## src/rtl/multi_port_register_file_pkg.sv

```systemverilog
// Shared types and default sizes for the datapath register file.
package rf_pkg;
  typedef enum logic [1:0] {RF_IDLE, RF_CLEAR, RF_DONE} rf_clr_state_e;
  localparam int RF_DATA_W = 16;
  localparam int RF_DEPTH  = 16;
endpackage

```

## src/rtl/rf_read_port.sv

```systemverilog
// One combinational read port: range check, array mux, write-first bypass, pending lookup.
module rf_read_port #(
  parameter int DATA_W = 16,
  parameter int DEPTH  = 16,
  parameter int ADDR_W = 4,
  parameter int BYPASS = 1
) (
  input  logic [ADDR_W-1:0]             addr,
  input  logic [DEPTH-1:0][DATA_W-1:0]  mem,
  input  logic [DEPTH-1:0]              pending,
  input  logic                          wr_acc,
  input  logic [ADDR_W-1:0]             wr_addr,
  input  logic [DATA_W-1:0]             wr_data,
  input  logic                          rsv_acc,
  input  logic [ADDR_W-1:0]             rsv_addr,
  output logic [DATA_W-1:0]             data,
  output logic                          pend
);
  // Compare against each entry rather than index, so out-of-range addresses fall through to 0.
  always_comb begin
    data = '0;
    pend = 1'b0;
    for (int i = 0; i < DEPTH; i++) begin
      if (addr == ADDR_W'(i)) begin
        data = mem[i];
        pend = pending[i];
      end
    end
    if (BYPASS != 0 && wr_acc && wr_addr == addr) begin
      data = wr_data;
      if (!(rsv_acc && rsv_addr == addr)) pend = 1'b0;
    end
  end
endmodule

```

## src/rtl/multi_port_register_file.sv

```systemverilog
// Register file: NUM_RD combinational reads, one synchronous write, pending scoreboard, clear sweep.
module multi_port_register_file
  import rf_pkg::*;
#(
  parameter int              DATA_W    = RF_DATA_W,
  parameter int              DEPTH     = RF_DEPTH,
  parameter int              NUM_RD    = 2,
  parameter int              BYPASS    = 1,
  parameter logic [DATA_W-1:0] RESET_VAL = '0,
  localparam int             ADDR_W    = (DEPTH > 1) ? $clog2(DEPTH) : 1
) (
  input  logic                       clk,
  input  logic                       reset,
  input  logic                       write_enable,
  input  logic [ADDR_W-1:0]          write_address,
  input  logic [DATA_W-1:0]          data_in,
  output logic                       write_ready,
  input  logic [NUM_RD*ADDR_W-1:0]   read_address,
  output logic [NUM_RD*DATA_W-1:0]   data_out,
  output logic [NUM_RD-1:0]          read_pending,
  input  logic                       rsv_enable,
  input  logic [ADDR_W-1:0]          rsv_address,
  input  logic                       clear_req,
  output logic                       clear_busy,
  output logic                       clear_done
);
  logic [DEPTH-1:0][DATA_W-1:0] mem;
  logic [DEPTH-1:0]             pending;
  rf_clr_state_e                state;
  logic [ADDR_W-1:0]            clr_ptr;
  logic                         wr_acc, rsv_acc, idle;

  assign idle        = (state == RF_IDLE);
  assign write_ready = ~clear_busy;
  assign wr_acc      = write_enable & write_ready & (32'(write_address) < DEPTH);
  assign rsv_acc     = rsv_enable & idle & (32'(rsv_address) < DEPTH);

  always_ff @(posedge clk or posedge reset) begin
    if (reset) begin
      for (int i = 0; i < DEPTH; i++) mem[i] <= RESET_VAL;
      pending    <= '0;
      state      <= RF_IDLE;
      clr_ptr    <= '0;
      clear_busy <= 1'b0;
      clear_done <= 1'b0;
    end else begin
      // Reserve wins over a same-cycle write to the same entry.
      for (int i = 0; i < DEPTH; i++) begin
        if (wr_acc && write_address == ADDR_W'(i)) begin
          mem[i]     <= data_in;
          pending[i] <= 1'b0;
        end
        if (rsv_acc && rsv_address == ADDR_W'(i)) pending[i] <= 1'b1;
      end
      case (state)
        RF_IDLE: begin
          clear_done <= 1'b0;
          if (clear_req) begin
            state      <= RF_CLEAR;
            clr_ptr    <= '0;
            clear_busy <= 1'b1;
          end
        end
        RF_CLEAR: begin
          for (int i = 0; i < DEPTH; i++) begin
            if (clr_ptr == ADDR_W'(i)) begin
              mem[i]     <= RESET_VAL;
              pending[i] <= 1'b0;
            end
          end
          clr_ptr <= clr_ptr + 1'b1;
          if (clr_ptr == ADDR_W'(DEPTH - 1)) begin
            state      <= RF_DONE;
            clear_done <= 1'b1;
          end
        end
        RF_DONE: begin
          state      <= RF_IDLE;
          clear_busy <= 1'b0;
          clear_done <= 1'b0;
        end
        default: begin
          state      <= RF_IDLE;
          clear_busy <= 1'b0;
          clear_done <= 1'b0;
        end
      endcase
    end
  end

  for (genvar k = 0; k < NUM_RD; k++) begin : g_rd
    rf_read_port #(
      .DATA_W(DATA_W), .DEPTH(DEPTH), .ADDR_W(ADDR_W), .BYPASS(BYPASS)
    ) u_rd (
      .addr     (read_address[k*ADDR_W +: ADDR_W]),
      .mem      (mem),
      .pending  (pending),
      .wr_acc   (wr_acc),
      .wr_addr  (write_address),
      .wr_data  (data_in),
      .rsv_acc  (rsv_acc),
      .rsv_addr (rsv_address),
      .data     (data_out[k*DATA_W +: DATA_W]),
      .pend     (read_pending[k])
    );
  end
endmodule

```

## config.mk

```make
export PLATFORM = sky130hd
export DESIGN_NAME = multi_port_register_file
export DESIGN_NICKNAME = d
export VERILOG_FILES = /design/src/rtl/multi_port_register_file_pkg.sv /design/src/rtl/rf_read_port.sv /design/src/rtl/multi_port_register_file.sv
export SDC_FILE = /design/constraint.sdc
export NUM_CORES = 1
export LEC_CHECK = 0
export CELL_PAD_IN_SITES_DETAIL_PLACEMENT = 1
export CELL_PAD_IN_SITES_GLOBAL_PLACEMENT = 2
export CORE_UTILIZATION = 43
export DETAILED_ROUTE_END_ITERATION = 8
export DONT_BUFFER_PORTS = 1
export GPL_ROUTABILITY_DRIVEN = 0
export PLACE_DENSITY = 0.91
export RECOVER_POWER = 25
export SYNTH_ARGS = -nofsm -noshare
export SYNTH_HDL_FRONTEND = slang
export SYNTH_SLANG_ARGS = --single-unit
```

## constraint.sdc

```tcl
create_clock -name clk -period 30.1 [get_ports clk]
set_clock_uncertainty 0.1 [all_clocks]
set_input_delay 6.02 -clock clk [delete_from_list [all_inputs] [get_ports clk]]
set_output_delay 6.02 -clock clk [all_outputs]
set_load 0.05 [all_outputs]
```

## Yosys cells after proc, flatten, opt, wreduce, memory -nomap -nowiden

Cells that the tools add are included.

- Add/subtract/negate cells: 1
- Reduce and logical (&&, ||, !) cells: 46
- Bitwise operators: 4
- Equal/unequal tests: 82
- Mux-type cells: 161

Operators with widths:

| operator | count |
|---|---|
| $mux 16 | 67 |
| $mux 256 | 1 |
| $eq 4x4->1 const B | 40 |
| $mux 1 | 87 |
| $eq 4x3->1 const B | 20 |
| $eq 4x2->1 const B | 10 |
| $logic_and 1x1->1 | 36 |
| $eq 4x1->1 const B | 5 |
| $logic_not 4->1 | 5 |
| $eq 4x4->1 | 4 |
| $pmux 4 s2 | 1 |
| $reduce_and 2->1 | 3 |
| $add 4x1->4 const B | 1 |
| $mux 2 | 2 |
| $mux 4 | 1 |
| $ne 2x2->1 const B | 2 |
| $pmux 2 s2 | 1 |
| $and 1x1->1 | 2 |
| $eq 2x1->1 const B | 1 |
| $logic_not 2->1 | 1 |
| $not 1->1 | 2 |
| $pmux 1 s2 | 1 |
| $reduce_bool 2->1 | 1 |

- Logic and storage cells: 315
- Register bits: 280

## Depth between registers and ports, before layout

Gate-level depths: netlist (run 1).

- Depth after elaboration: 19
- Gate-level depth with buffers: 11

## Modules after synthesis

A second synthesis (run 1) with hierarchy kept.

- Cells, all modules: 2211
- Area, all modules: 18652.9 um^2

By module, submodules not included:

| module | area each (um^2) | times used | cells each |
|---|---|---|---|
| multi_port_register_file | 12351.8 | 1 | 1343 |
| rf_read_port | 3150.5 | 2 | 434 |

## Worst setup path before layout (run 1)

Ideal clock, no wire load.

- Kind: input-to-output
- Start point: input read_address[4]
- End point: output data_out[25]
- Data arrival time: 8.377 ns
- Stages: 8
- Slack: 15.603 ns
- Path through: buf_6 > buf_8 > buf_8 > o21a_1 > nor2_1 > or3_1 > a32o_1 > a311oi_1

- Cells in the longest elaborated chain, start to end: 18
- Elaborated cells between the ends (all ways): 35
- Classes of those cells: 16 x eq/ne; 17 x mux; 2 x reduce/logical

Ends and longest elaborated chain:

| item | line | text |
|---|---|---|
| from (decl) | multi_port_register_file.sv:18 | `input logic [NUM_RD*ADDR_W-1:0] read_address,` |
| $logic_not 4->1 | rf_read_port.sv:24 | `if (addr == ADDR_W'(i)) begin` |
| $mux 16 (16 in a row) | rf_read_port.sv:24 |  |
| $mux 16 * | rf_read_port.sv:29 | `if (BYPASS != 0 && wr_acc && wr_addr == addr) begin` |
| to (decl) | multi_port_register_file.sv:19 | `output logic [NUM_RD*DATA_W-1:0] data_out,` |

Every way passes the cells marked *; elsewhere a longest branch is shown, timed or not.

## Final worst setup path (run 1)

- Start point: input read_address[3]
- End point: output data_out[0]

Same word-level chain as after synthesis.

==> results of run 1 <==
metrics by stage:
stage               area [um2]  total power [mW]  std cells
floorplan                18400             0.930       2187
global placement         18200              1.04       2524
detailed placement       18200              1.07       2524
CTS                      19400              1.51       2586
global route             19400              1.58       2586
finish                   19400              1.52       2586
critical path, stage by stage:
cell	delay [ps]
nor2b_1	790
o21ai_0	210
a22oi_1	370
o21ai_1	150
a211oi_2	900
per-layer routing:
layer  share of wire [%]  vias to the layer above
met5                   0                        -
met1                  40                     9256
met3                  11                      199
met4                 4.6                        0
li1                    -                     7474
met2                  45                     1072
sequential cells by signal (all words and copies together), names as in the netlist:
| signal | flops |
|---|---|
| clear_done | 1 |
| pending | 16 |
| clr_ptr | 4 |
| mem | 256 |
| clear_busy | 1 |
| state | 2 |
cell usage in the layout, fill, tap and decap left out, types with 21 or more instances in the layout:
| cell | instances |
|---|---|
| a211oi_1 | 23 |
| a21oi_1 | 287 |
| a22oi_1 | 32 |
| and2_1 | 24 |
| buf_4 | 32 |
| clkbuf_16 | 35 |
| dfrtp_1 | 280 |
| inv_1 | 28 |
| mux2_2 | 39 |
| mux2i_1 | 125 |
| nand2_1 | 360 |
| nand2b_1 | 25 |
| nand3_1 | 130 |
| nor2_1 | 129 |
| nor2b_1 | 21 |
| o21ai_0 | 78 |
| o22ai_1 | 38 |
power by group through the flow:
stage	registers [mW]	clock network, mW	logic, mW
2_1_floorplan	0.576	0	0.354
3_3_place_gp	0.627	0	0.416
3_5_place_dp	0.632	0	0.435
4_1_cts	0.628	0.442	0.438
5_1_grt	0.646	0.455	0.480
6_report	0.637	0.440	0.445
cells in the mapped netlist (24+ instances only):
cell type / instances / share of area, %
nand2_1: 360 / 7.3
a21oi_1: 287 / 7.8
dfrtp_1: 280 / 38
nand3_1: 130 / 3.5
nor2_1: 130 / 2.6
mux2i_1: 125 / 6.8
buf_2: 104 / 2.8
o21ai_0: 80 / 2.2
clkbuf_1: 77 / 1.6
mux2_2: 39 / 2.4
o22ai_1: 38 / 1.3
a22oi_1: 32 / 1.3
inv_1: 29 / 0.59
a211oi_1: 26 / 1.1
nand2b_1: 25 / 0.85
and2_1: 24 / 0.81
nor2b_1: 24 / 0.81
final cells by class:
class / count / area, um2
Tap cell: 539 / 674
Clock buffer: 50 / 1050
Sequential cell: 280 / 7010
Fill cell: 4952 / 22700
Inverter: 31 / 118
Clock inverter: 12 / 119
Timing Repair Buffer: 34 / 248
Multi-Input combinational cell: 1640 / 10200
logic make-up after synthesis:
family | Yosys count
XOR/XNOR | 16
AND/OR/NAND/NOR | 787
AO/OA/AOI/OAI | 646
buffers and inverters | 267
flip-flops | 280
multiplexers | 187
adder cells (fa/ha/maj) | 4
path summary, 6_finish.rpt:
path,depth (start not counted),from,end,slack [ps]
max in group asynchronous,2,reset,mem[200],18960
min in group asynchronous,1,reset,mem[51],6800
setup / recovery,5,read_address[3],data_out[0],15470
hold reg to reg,2,mem[50],mem[50],450
hold / removal,2,mem[50],mem[50],450
setup reg to reg,6,clear_busy,pending[8],26360
==> impl_metrics.tcl, run 1 <==
set metrics [dict create \
    status "finished, violations left" \
    violations "max-capacitance violations, max-slew violations" \
    fin_util_pct 46.0 \
    worst_slew_pin_slew_ps 5190 \
    syn_area_per_cell_um2 8.44 \
    drive_gt1_share_pct 9.43 \
    cts_tree "done" \
    syn-num-nets 2228 \
    p_sw_uw 595 \
    grt_pass1_wl_mm 120 \
    p_leak_nw 7.94 \
    drv_slew 177 \
    grtUsageMet3_pct 8.82 \
    syn2layout_area_growth_pct 5.13 \
    die_h_um 209 \
    maxSlewHeadroom_pct -248 \
    synth-adder-area-share_pct 0.271 \
    insertion_delay_ps 560 \
    diodes 0 \
    yosysSeqAreaShare_pct 38.0 \
    fp.dieW_um 209 \
    ctsResizeCount 0 \
    path_class "in -> out" \
    p_per_area_nw_per_um2 78.4 \
    use_met2_pct 55.7 \
    critical_path_required_ps 23980 \
    cts.sinks 280 \
    syn_area_um2 18400 \
    cp-end-kind "output port" \
    synthMuxAreaShare_pct 12.1 \
    grtUsageMet1_pct 48.8 \
    synthFlopType "dfrtp_1" \
    synth_xor_area_share_pct 0.760 \
    coreArea_um2 42100 \
    async_flop_share_pct 100 \
    crit_arrival_ps 8510 \
    worst_hold_slack_ps 446 \
    ys_ff_latch 280 \
    cp-start-kind "primary input" \
    cts_root_buf "clkbuf_16" \
    grt_pass1_vias 17937 \
    initial_utilization_pct 43.8 \
    port_buffers 0 \
    grt_busiest_layer "met2" \
    cts_buffers 35 \
    overflow 0 \
    cellInternalPower_uw 926 \
    nNetsFinal 2063 \
    post-place-ws_ps 15630 \
    cts.clk_slew.worst_paths_ps 60 \
    hold_violations 0 \
    cap_violations 3 \
    grt_max_degree 142 \
    vias 18001 \
    hold_path.class "reg -> reg" \
    drt_iter0_markers 2402 \
    fin_setup_tns_ps 0 \
    cts.path.max_buffers 3 \
    antenna_found_initial 1 \
    switching_share_pct 39.1 \
    comb_power_share_pct 29.2 \
    synth_edf_count 0 \
    ir_drop_v 0.0000356 \
    setup_violations 0 \
    yosys_warnings 0 \
    drc 0 \
    synth_compound_area_share_pct 21.8 \
    first_pass_iters 6 \
    synthSimpleGateAreaFrac_pct 19.7 \
    rsz0062_at_grt "no" \
    fin_crit_ps 14630 \
    syn_inst 2187 \
    synth_top_family_by_area "compound AO/OA/AOI/OAI gates" \
    ios 74 \
    post-cts-setup-buffers 0 \
    fin_crit_sh_pct 48.6 \
    crit_fanout 51 \
    cts_hold_buf 0 \
    dp_hpwl_mm 51.4 \
    final_antenna_net_count 0 \
    vias_per_cell 6.96 \
    fmax_mhz 68.4 \
    wl_per_cell_um 30.9 \
    rows 75 \
    cts_max_level 2 \
    wirelength_mm 79.9 \
    synth_cell_type_count 86 \
    layout_setup_ws_ps 15470 \
    grtUsageTotal_pct 36.6 \
    clockPowerShare_pct 28.9 \
    p_seq_share_pct 41.9 \
    dieArea_um2 43700 \
]
Power figures use the tool's default switching activity.
==> run 2, diff against run 1 <==
--- a/config.mk
+++ b/config.mk
@@ -7,11 +7,11 @@
 export LEC_CHECK = 0
 export CELL_PAD_IN_SITES_DETAIL_PLACEMENT = 1
 export CELL_PAD_IN_SITES_GLOBAL_PLACEMENT = 2
-export CORE_UTILIZATION = 43
+export CORE_UTILIZATION = 40
 export DETAILED_ROUTE_END_ITERATION = 8
 export DONT_BUFFER_PORTS = 1
 export GPL_ROUTABILITY_DRIVEN = 0
-export PLACE_DENSITY = 0.91
+export PLACE_DENSITY = 0.86
 export RECOVER_POWER = 25
 export SYNTH_ARGS = -nofsm -noshare
 export SYNTH_HDL_FRONTEND = slang
==> constraint.sdc (replaced) <==
create_clock -name clk -period 13.9 [get_ports clk]
set_clock_uncertainty 0.1 [all_clocks]
set_input_delay 2.78 -clock clk [delete_from_list [all_inputs] [get_ports clk]]
set_output_delay 2.78 -clock clk [all_outputs]
set_load 0.05 [all_outputs]
==> run 2 against run 1 <==
Net effect:
- the flow still finishes with violations (max-capacitance violations, max-slew violations)
- largest power group unchanged
- design area is 0.32% higher
- flip-flop and latch count stayed put
- final cell count is 2.4% higher
- critical endpoint is now data_out[11]
==> impl_metrics.tcl, run 2 (synthesis results as in run 1) <==
set metrics [dict create \
    antenna_found_initial 0 \
    reg_top3 "mem x256, pending x16, clr_ptr x4" \
    status "finished, violations left" \
    grt_pass1_vias 17644 \
    wl_per_cell_um 30.1 \
    overflow 0 \
    grt_pass1_wl_mm 120 \
    vias 17717 \
    cts_hold_buf 0 \
    rsz0062_at_grt "no" \
    path_delay_family "compound AO/OA/AOI/OAI gates" \
    worst-path-buf-inv 0 \
    grtUsageTotal_pct 34.0 \
    cts.sinks 280 \
    final_cell_mix "360 x nand2_1, 287 x a21oi_1, 280 x dfrtp_1" \
    hold_path.class "reg -> reg" \
    first_pass_iters 6 \
    cp_slowest_cell "a22oi_1" \
    vias_per_cell 6.69 \
    worstPathCellList "xor2_1 -> nor3_2 -> and2_1 -> a21oi_1 -> a22oi_1" \
    ir_drop_v 0.000118 \
    crit_arrival_ps 5730 \
    rows 78 \
    p_per_area_nw_per_um2 168 \
    hold_violations 0 \
    p_leak_nw 7.93 \
    maxSlewHeadroom_pct -179 \
    fin_crit_sh_pct 61.9 \
    die_h_um 217 \
    path_class "in -> out" \
    diodes 0 \
    cts_buffers 35 \
    fp.dieW_um 217 \
    wirelength_mm 79.7 \
    post-place-ws_ps 5420 \
    layout_setup_ws_ps 5290 \
    drive_gt1_share_pct 9.23 \
    drc 0 \
    syn2layout_area_growth_pct 5.47 \
    nNetsFinal 2066 \
    drv_slew 151 \
    coreArea_um2 45500 \
    layout_commonest_cell "nand2_1" \
    dp_hpwl_mm 51.7 \
    cts_root_buf "clkbuf_16" \
    ctsResizeCount 0 \
    cp-start-kind "primary input" \
    final_antenna_net_count 0 \
    crit_fanout 125 \
    port_buffers 0 \
    ios 74 \
    dieArea_um2 47000 \
    fmax_mhz 116 \
    initial_utilization_pct 40.6 \
    critPathMaxStageDelay_ps 1200 \
    drt_iter0_markers 2283 \
    violations "max-capacitance violations, max-slew violations" \
    cts_max_level 2 \
    top_register "mem" \
    cts_tree "done" \
    cap_violations 2 \
    cts.clk_slew.worst_paths_ps 60 \
    post-cts-setup-buffers 0 \
    insertion_delay_ps 550 \
    cts.path.max_buffers 3 \
    worst_slew_pin_slew_ps 4190 \
    critical_path_required_ps 11020 \
    grt_max_degree 142 \
    setup_violations 0 \
    fin_crit_ps 8610 \
    fin_setup_tns_ps 0 \
    cp-end-kind "output port" \
    largest_reg_flops 256 \
]
run 2: cell count changes in the layout (fill, tap and decap cells not counted), moves of 2 or more:
cell / before / now
clkbuf_8: 12 / 7
clkbuf_1: 5 / 9
buf_4: 32 / 34
nor2_2: 2 / 0
run 2: final timing paths:
check | start | to | depth (start not counted) | slack (ps)
setup reg to reg | clear_busy | pending[8] | 6 | 10420
max in group asynchronous | reset | mem[136] | 3 | 5500
hold reg to reg | mem[24] | mem[24] | 2 | 440
hold / removal | mem[24] | mem[24] | 2 | 440
min in group asynchronous | reset | clear_done | 1 | 3010
setup / recovery | read_address[1] | data_out[11] | 5 | 5290
run 2: stage by stage:
step	utilization [%]	area, um2	hold slack (ps)	cells	total power [mW]
2_1_floorplan	-	18400	377	2187	2.01
3_3_place_gp	40.3	18300	416	2588	2.25
3_5_place_dp	40.3	18300	425	2588	2.30
4_1_cts	42.8	19500	435	2648	3.25
5_1_grt	42.8	19500	465	2648	3.41
6_report	42.8	19500	441	2648	3.27
run 2: worst register-to-register path, delay by kind of cell, from the launching register on:
family / cells / cell delay, ps
compound gates: 1 / 400
buf+inv: 1 / 580
flops: 1 / 590
simple gates: 4 / 1670
run 2: layout make-up:
cell class,count,area [um2]
Clock buffer,48,995
Clock inverter,12,141
Fill cell,5380,26000
Inverter,31,118
Multi-Input combinational cell,1640,10200
Sequential cell,280,7010
Tap cell,600,751
Timing Repair Buffer,37,267
run 2: where the power goes:
group	switching (mW)	total, mW	internal [mW]	leakage [nW]
Sequential	0.290	1.37	1.08	3.83
Clock	0.391	0.946	0.555	0.563
Combinational	0.588	0.956	0.368	3.54
Total	1.27	3.27	2.00	7.93
run 2: layer usage:
layer / routed length [um] / GRT usage, % / vias to the layer above
met1: 33300 / 46.7 / 9094
met3: 7530 / 7.02 / 200
met2: 35100 / 51.3 / 927
met5: 0 / 0 / -
met4: 3710 / 15.5 / 0
li1: - / - / 7496
==> run 3, diff against run 2 <==
==> constraint.sdc (replaced) <==
create_clock -name clk -period 8.4 [get_ports clk]
set_clock_uncertainty 0.1 [all_clocks]
set_input_delay 1.68 -clock clk [delete_from_list [all_inputs] [get_ports clk]]
set_output_delay 1.68 -clock clk [all_outputs]
set_load 0.05 [all_outputs]
==> run 3 against run 2 <==
Net effect:
- the run still ends with max-capacitance violations, max-slew violations left
- non-clock buffer count is 1 lower
- register-to-register slack worse by 5600 ps
- largest power group unchanged
- flip-flop and latch count stayed put
- core utilization hardly changed
- critical path depth is 3 lower
- routed wire length is 2.8% higher
- critical path type is now in -> async
- total power is 68% higher
- global-route usage is 0.81 points higher
- via count is 1.2% higher
- combinational power is 67% higher
==> impl_metrics.tcl, run 3 (synthesis results as in run 1) <==
set metrics [dict create \
    ios 74 \
    fmax_mhz 164 \
    die_h_um 217 \
    fin_setup_tns_ps 0 \
    worst_hold_slack_ps 443 \
    cap_violations 5 \
    cts_buffers 34 \
    cp-start-kind "primary input" \
    fin_util_pct 42.8 \
    cts_max_level 2 \
    first_pass_iters 7 \
    coreArea_um2 45500 \
    critical_path_required_ps 7920 \
    fin_crit_sh_pct 72.8 \
    drc 0 \
    cts_tree "done" \
    wirelength_mm 81.9 \
    largest_reg_flops 256 \
    overflow 0 \
    status "finished, violations left" \
    stdcell_count 2649 \
    final_cell_mix "360 x nand2_1, 287 x a21oi_1, 280 x dfrtp_1" \
    antenna_found_initial 2 \
    reg2reg_from "clear_busy" \
    grt_max_degree 142 \
    insertion_delay_ps 560 \
    maxSlewHeadroom_pct -196 \
    dp_cells 2587 \
    worst_slew_pin_slew_ps 4440 \
    hold_path.class "reg -> reg" \
    cts_hold_buf 0 \
    post-place-ws_ps 2540 \
    path_delay_family "buffers and inverters" \
    grtUsageTotal_pct 34.8 \
    fillCellCount 5376 \
    rsz0062_at_grt "no" \
    comb_power_share_pct 29.2 \
    layout_commonest_cell "nand2_1" \
    violations "max-capacitance violations, max-slew violations" \
    cts.sinks 280 \
    rows 78 \
    grt_pass1_vias 17967 \
    drt_iter0_markers 2346 \
    cellInternalPower_mw 3.34 \
    path_class "in -> async" \
    vias 17936 \
    cts_root_buf "clkbuf_16" \
    crit_fanout 74 \
    crit_arrival_ps 5630 \
    worst-path-buf-inv 2 \
    nNetsFinal 2064 \
    hold_violations 0 \
    post-cts-setup-buffers 0 \
    initial_utilization_pct 40.6 \
    port_buffers 0 \
    min_from "mem[25]" \
    reg_top3 "mem x256, pending x16, clr_ptr x4" \
    top_register "mem" \
    p_leak_nw 7.92 \
    drive_gt1_share_pct 9.03 \
    cp_slowest_cell "clkbuf_1" \
    cp-end-kind "asynchronous set/reset pin" \
    critPathMaxStageDelay_ps 3140 \
    switching_share_pct 39.1 \
    cts.path.max_buffers 3 \
    grt_pass1_wl_mm 123 \
    drv_slew 173 \
    setup_violations 0 \
    final_antenna_net_count 0 \
    syn2layout_area_growth_pct 5.51 \
    startpoint "reset" \
    dieArea_um2 47000 \
    p_per_area_nw_per_um2 282 \
    worstPathCellList "clkinvlp_2 -> clkbuf_1" \
    cts.clk_slew.worst_paths_ps 60 \
    wl_per_cell_um 30.9 \
    layout_setup_ws_ps 2290 \
    dp_hpwl_mm 53.7 \
    clockPowerShare_pct 29.0 \
    vias_per_cell 6.77 \
    p_seq_share_pct 41.9 \
    fin_crit_ps 6110 \
    ctsResizeCount 0 \
    ir_drop_v 0.000175 \
    p_sw_mw 2.15 \
    fp.dieW_um 217 \
]
## run 3: area by class of cell
type	instances	area [um2]	share of cell area, %
Clock inverter	15	221	1.14
Tap cell	600	751	3.86
Timing Repair Buffer	36	248	1.27
Clock buffer	46	947	4.87
Multi-Input combinational cell	1640	10200	52.3
Antenna cell	1	2.50	0.0129
Sequential cell	280	7010	36.0
Inverter	31	118	0.604
## run 3: power groups by stage
stage	combinational (mW)	clock [mW]	sequential [mW]
finish	1.60	1.59	2.29
detailed placement	1.57	0	2.28
floorplan	1.27	0	2.06
CTS	1.58	1.61	2.26
global placement	1.50	0	2.26
global route	1.72	1.64	2.33
## run 3: worst min-delay path: stages, from the launching register on
cell and delay, ps:
dfrtp_1 390, nand2_1 60, a21oi_1 60
## run 3: per-layer routing
layer  vias to the layer above  GRT usage [%]  wire [um]
met4                         4           17.6       4170
li1                       7490              -          -
met1                      9122           47.2      33500
met2                      1089           52.6      36000
met5                         -              0         30
met3                       231           7.04       8150
## run 3: final timing paths
path	slack, ps	endpoint	depth (start not counted)
worst min-delay path	440	mem[25]	2
worst max-delay path	2290	mem[206]	2
worst max register to register	4810	pending[8]	6
max in group clk	2370	data_out[11]	6
min in group asynchronous	1140	mem[50]	1
worst min register to register	440	mem[25]	2
## run 3: per-stage QoR
| step | instance area, um2 | total power [mW] |
|---|---|---|
| after global routing | 19500 | 5.69 |
| final | 19500 | 5.48 |
| after detailed placement | 18300 | 3.84 |
| after floorplan | 18500 | 3.33 |
| after global placement | 18300 | 3.76 |
| after CTS | 19500 | 5.44 |
